===== src/rtl/mem_stage_lsu.sv =====
// MEM-stage load/store unit: serialises RV32I loads/stores into little-endian
// single-byte DATA_MEM accesses, stalling the pipeline until the access completes.
module mem_stage_lsu #(
  parameter int unsigned MEM_AW = 8
) (
  input  logic              clk,
  input  logic              rst,
  input  logic              req_valid,
  input  logic              req_we,
  input  logic [2:0]        req_funct3,
  input  logic [31:0]       req_addr,
  input  logic [31:0]       req_wdata,
  output logic              stall,
  output logic              resp_valid,
  output logic [31:0]       resp_rdata,
  output logic              req_err,
  output logic [MEM_AW-1:0] mem_addr,
  output logic              mem_we,
  output logic [7:0]        mem_wdata,
  input  logic [7:0]        mem_rdata
);

  localparam logic [1:0] ST_IDLE = 2'd0;
  localparam logic [1:0] ST_BUSY = 2'd1;
  localparam logic [1:0] ST_RESP = 2'd2;

  logic [1:0]        state;
  logic [1:0]        state_nxt;
  logic [MEM_AW-1:0] base_q;
  logic [31:0]       wdata_q;
  logic [2:0]        f3_q;
  logic              we_q;
  logic [1:0]        k_q;
  logic [31:0]       buf_q;

  logic              legal;
  logic              accept;
  logic              last;
  logic [1:0]        k_last;
  logic [1:0]        k_inc;
  logic [31:0]       buf_nxt;
  logic [31:0]       ext;

  // Address bits above the memory size are deliberately ignored.
  logic unused_addr_hi;
  assign unused_addr_hi = ^req_addr[31:MEM_AW];

  // Legality: funct3 must exist for the direction, halves/words must be aligned.
  always_comb begin
    legal = 1'b0;
    case (req_funct3)
      3'd0:    legal = 1'b1;
      3'd1:    legal = ~req_addr[0];
      3'd2:    legal = (req_addr[1:0] == 2'b00);
      3'd4:    legal = ~req_we;
      3'd5:    legal = ~req_we & ~req_addr[0];
      default: legal = 1'b0;
    endcase
  end

  always_comb begin
    k_last = 2'd3;
    if (f3_q[1:0] == 2'd0)      k_last = 2'd0;
    else if (f3_q[1:0] == 2'd1) k_last = 2'd1;
    k_inc = k_q + 2'd1;
    last  = (k_q == k_last);
  end

  // Buffer including the byte being read this cycle, so the final byte can be
  // extended straight into resp_rdata.
  always_comb begin
    buf_nxt = buf_q;
    buf_nxt[{k_q, 3'b000} +: 8] = mem_rdata;
    case (f3_q)
      3'd0:    ext = {{24{buf_nxt[7]}}, buf_nxt[7:0]};
      3'd1:    ext = {{16{buf_nxt[15]}}, buf_nxt[15:0]};
      3'd4:    ext = {24'd0, buf_nxt[7:0]};
      3'd5:    ext = {16'd0, buf_nxt[15:0]};
      default: ext = buf_nxt;
    endcase
  end

  // Next state and combinational handshake outputs.
  always_comb begin
    state_nxt = state;
    accept    = 1'b0;
    stall     = 1'b0;
    req_err   = 1'b0;
    case (state)
      ST_IDLE: begin
        accept  = rst & req_valid & legal;
        req_err = rst & req_valid & ~legal;
        stall   = accept;
        if (accept) state_nxt = ST_BUSY;
      end
      ST_BUSY: begin
        stall = rst;
        if (last) state_nxt = ST_RESP;
      end
      ST_RESP: state_nxt = ST_IDLE;
      default: state_nxt = ST_IDLE;
    endcase
  end

  always_ff @(posedge clk or negedge rst) begin
    if (!rst) state <= ST_IDLE;
    else      state <= state_nxt;
  end

  // Datapath: latched request, byte counter, memory port and response registers.
  always_ff @(posedge clk or negedge rst) begin
    if (!rst) begin
      base_q     <= '0;
      wdata_q    <= '0;
      f3_q       <= '0;
      we_q       <= 1'b0;
      k_q        <= '0;
      buf_q      <= '0;
      mem_addr   <= '0;
      mem_we     <= 1'b0;
      mem_wdata  <= '0;
      resp_valid <= 1'b0;
      resp_rdata <= '0;
    end else begin
      resp_valid <= 1'b0;
      case (state)
        ST_IDLE: begin
          if (accept) begin
            base_q    <= req_addr[MEM_AW-1:0];
            wdata_q   <= req_wdata;
            f3_q      <= req_funct3;
            we_q      <= req_we;
            k_q       <= '0;
            buf_q     <= '0;
            mem_addr  <= req_addr[MEM_AW-1:0];
            mem_we    <= req_we;
            mem_wdata <= req_wdata[7:0];
          end
        end
        ST_BUSY: begin
          if (!we_q) buf_q <= buf_nxt;
          if (last) begin
            mem_we     <= 1'b0;
            resp_valid <= 1'b1;
            resp_rdata <= we_q ? 32'd0 : ext;
          end else begin
            k_q       <= k_inc;
            mem_addr  <= base_q + MEM_AW'(k_inc);
            mem_wdata <= wdata_q[{k_inc, 3'b000} +: 8];
          end
        end
        default: ;
      endcase
    end
  end

endmodule


===== config.mk =====
export PLATFORM = sky130hd
export DESIGN_NAME = mem_stage_lsu
export DESIGN_NICKNAME = d
export VERILOG_FILES = /design/src/rtl/mem_stage_lsu.sv
export SDC_FILE = /design/constraint.sdc
export NUM_CORES = 1
export LEC_CHECK = 0
export ABC_CLOCK_PERIOD_IN_PS = 3100
export CORE_MARGIN = 8
export CORE_UTILIZATION = 50
export DETAILED_ROUTE_END_ITERATION = 16
export GPL_ROUTABILITY_DRIVEN = 0
export PLACE_DENSITY = 0.79
export SKIP_CTS_REPAIR_TIMING = 1
export SYNTH_ARGS = -nofsm -noshare
export SYNTH_HDL_FRONTEND = slang
export SYNTH_SLANG_ARGS = --single-unit
export TNS_END_PERCENT = 5

===== constraint.sdc =====
create_clock -name clk -period 3.1 [get_ports clk]
set_input_delay 0.465 -clock clk [delete_from_list [all_inputs] [get_ports clk]]
set_output_delay 0.465 -clock clk [all_outputs]
set_load 0.03 [all_outputs]

==> results.py <==
metrics = {
    "yosys": {
        "synth_fa_ha_area_share_pct": 1.74,
        "seq_area_frac_synth_pct": 52.7,
        "synth_edf_count": 0,
        "synth_xor_xnor_area_share_pct": 0.568,
        "syn-num-nets": 716,
        "synth_cell_type_count": 55,
        "synth_top_area_share_pct": 52.7,
        "synth-compound-area-share_pct": 14.3,
        "synth_seq_cells": 130,
        "synth_ff_type": "dfrtp_1",
        "synth_area_um2": 6170,
        "yosys.area.top_type": "dfrtp_1",
        "syn_area_per_cell_um2": 9.81,
        "synthMuxAreaShare_pct": 3.98,
        "yosys.area_share.simple_pct": 23.0,
        "yosys_warnings": 0,
        "synthCells": 629,
        "async_flop_share_pct": 100,
        "synth_top_family_by_area": "simple AND/OR/NAND/NOR gates",
        "synth_area_leaders": "dfrtp_1, nand2_1, nand3_1",
    },
    "global_route": {
        "first_global_vias": 5179,
        "grt_max_degree": 78,
        "antenna_found_initial": 0,
        "grt_usage_pct": 20.3,
        "grt_first_pass_wirelength_um": 26100,
        "gr-total-overflow": 0,
    },
    "floorplan": {
        "core_um2": 12000,
        "initial_utilization_pct": 51.4,
        "dieArea_um2": 16100,
        "die_y_um": 127,
        "ios": 131,
        "dieWidth_um": 127,
        "rows": 40,
    },
    "cells_and_area": {
        "num-nets-final": 810,
        "drive_gt1_share_pct": 11.1,
        "fin_cells": 880,
        "final_common_cell": "nand2_1",
        "final_cell_mix": "nand2_1, dfrtp_1, clkdlybuf4s50_1",
        "syn2layout_area_growth_pct": 28.7,
        "n_antenna_cell": 0,
    },
    "timing": {
        "period_needed_ps": 2800,
        "slew_headroom_pct": 28.0,
        "holdWs_ps": 228,
        "rsz0062_at_grt": "no",
        "period_share_pct": 90.4,
        "fin_tns_setup_ps": 0,
        "hold_viol_final": 0,
        "finalClockSkew_ps": 6.57,
        "setup_viol": 0,
        "worst_pin_slew_ps": 1060,
        "slew_viol_final": 0,
        "max_freq_ghz": 0.357,
    },
    "clocking": {
        "htreeDepth": 4,
        "cts_root_buf": "clkbuf_16",
        "clkTransAtPathRegs_ps": 50,
        "cts_tree": "built",
        "clockBufferDepth": 2,
        "cts_made_buffers": 17,
        "cts.sinks": 130,
        "clock_latency_ps": 410,
    },
    "pwr": {
        "p_per_area_nw_per_um2": 1070,
        "leakage_nw": 3.60,
        "max-vdd-ir-drop_mv": 0.473,
    },
    "critical_path": {
        "crit_fanout": 4,
        "path_buf_inv": 2,
        "critPathMaxStageDelay_ps": 630,
        "required_ps": 2630,
        "crit_type": "in -> out",
        "cpMaxStageDelayCell": "or4_1",
        "path_cells": "clkdlybuf4s50_1, or4_1, nand2_1, nor2_1, clkdlybuf4s50_1",
        "crit_arrival_ps": 2340,
        "crit_path_end_kind": "output port",
        "crit_top_cell": "clkdlybuf4s50_1",
        "path_delay_family": "buffers and inverters",
        "startpoint_type": "primary input",
    },
    "route": {
        "vias": 5011,
        "drc_errors": 0,
        "drt-total-wl_um": 15700,
        "wire_per_inst_um": 17.9,
        "ant_nets": 0,
        "vias_per_cell": 5.69,
        "drtIter0Drc": 421,
        "firstDrtPassIters": 6,
    },
    "place": {
        "hpwl_um": 10800,
        "io_buffers": 106,
        "post-place-cells": 851,
    },
    "outcome": {
        "status": "finished clean",
    },
    "flow_run": {
        "max_cap_viol_count": 0,
    },
    "hold_path": {
        "hold_path_class": "in -> async",
    },
}
[metrics by stage]
step           power, mW  setup slack [ps]  instance area, um^2  utilization [%]
6_report            8.47               298                 7940             66.1
5_1_grt             8.99               204                 7940             66.1
4_1_cts             8.52               296                 7940             66.1
3_5_place_dp        6.40               304                 7320             60.9
3_3_place_gp        6.24               295                 7320             60.9
2_1_floorplan       5.13               440                 6170                -
[flip-flops by register name, indices dropped and copies added, names as in the netlist]
name        flops
f3_q            3
base_q          8
mem_addr        8
wdata_q        32
k_q             2
state           2
resp_valid      1
resp_rdata     32
mem_wdata       8
buf_q          32
we_q            1
mem_we          1
[metal layers]
| metal | track usage [%] | part of all wire (%) |
|---|---|---|
| met5 | 0 | 0 |
| met4 | 6.72 | 1.2 |
| met3 | 7.07 | 8.2 |
| met2 | 32.4 | 47 |
| met1 | 25.4 | 44 |
[layout make-up]
cell class,instances,area [um^2]
repair buffers,120,1160
inverters,6,22.5
clock inverters,5,125
well taps,147,184
clock buffers,24,492
multi-input cells,448,2700
fillers,925,4070
flip-flops and latches,130,3250
[cell usage after synthesis (9+ instances only)]
master / count
nor2b_1: 10
dfrtp_1: 130
o31ai_1: 9
a21oi_1: 20
a22o_1: 22
buf_2: 14
nand2b_1: 26
nand3_1: 42
a22o_2: 10
o21ai_0: 25
clkbuf_1: 25
nand2_1: 182
a31oi_1: 10
[kinds of logic after synthesis]
kind of cell / count (synthesis)
multiplexers: 14
flip-flops: 130
AND/OR/NAND/NOR: 302
AO/OA/AOI/OAI: 120
adder cells (fa/ha/maj): 8
buffers and inverters: 51
XOR/XNOR: 4
[report_power, final]
part / switching, mW / internal, mW
Clock: 0.677 / 1.42
Sequential: 0.529 / 2.38
Combinational: 1.96 / 1.51
Total: 3.16 / 5.31
[final timing paths]
path	start	end	slack, ps	cells past startpoint
worst max-delay path	req_addr[0]	req_err	300	5
worst min-delay path	rst	resp_rdata[16]$_DFFE_PN0P_	230	2
worst max register to register	k_q[0]$_DFFE_PN0P_	resp_rdata[17]$_DFFE_PN0P_	380	7
worst min register to register	wdata_q[0]$_DFFE_PN0P_	wdata_q[0]$_DFFE_PN0P_	470	2
max in group asynchronous	rst	base_q[0]$_DFFE_PN0P_	1440	3
min in group clk	wdata_q[0]$_DFFE_PN0P_	wdata_q[0]$_DFFE_PN0P_	470	2
Note: power is estimated with default switching activity, not from simulation.
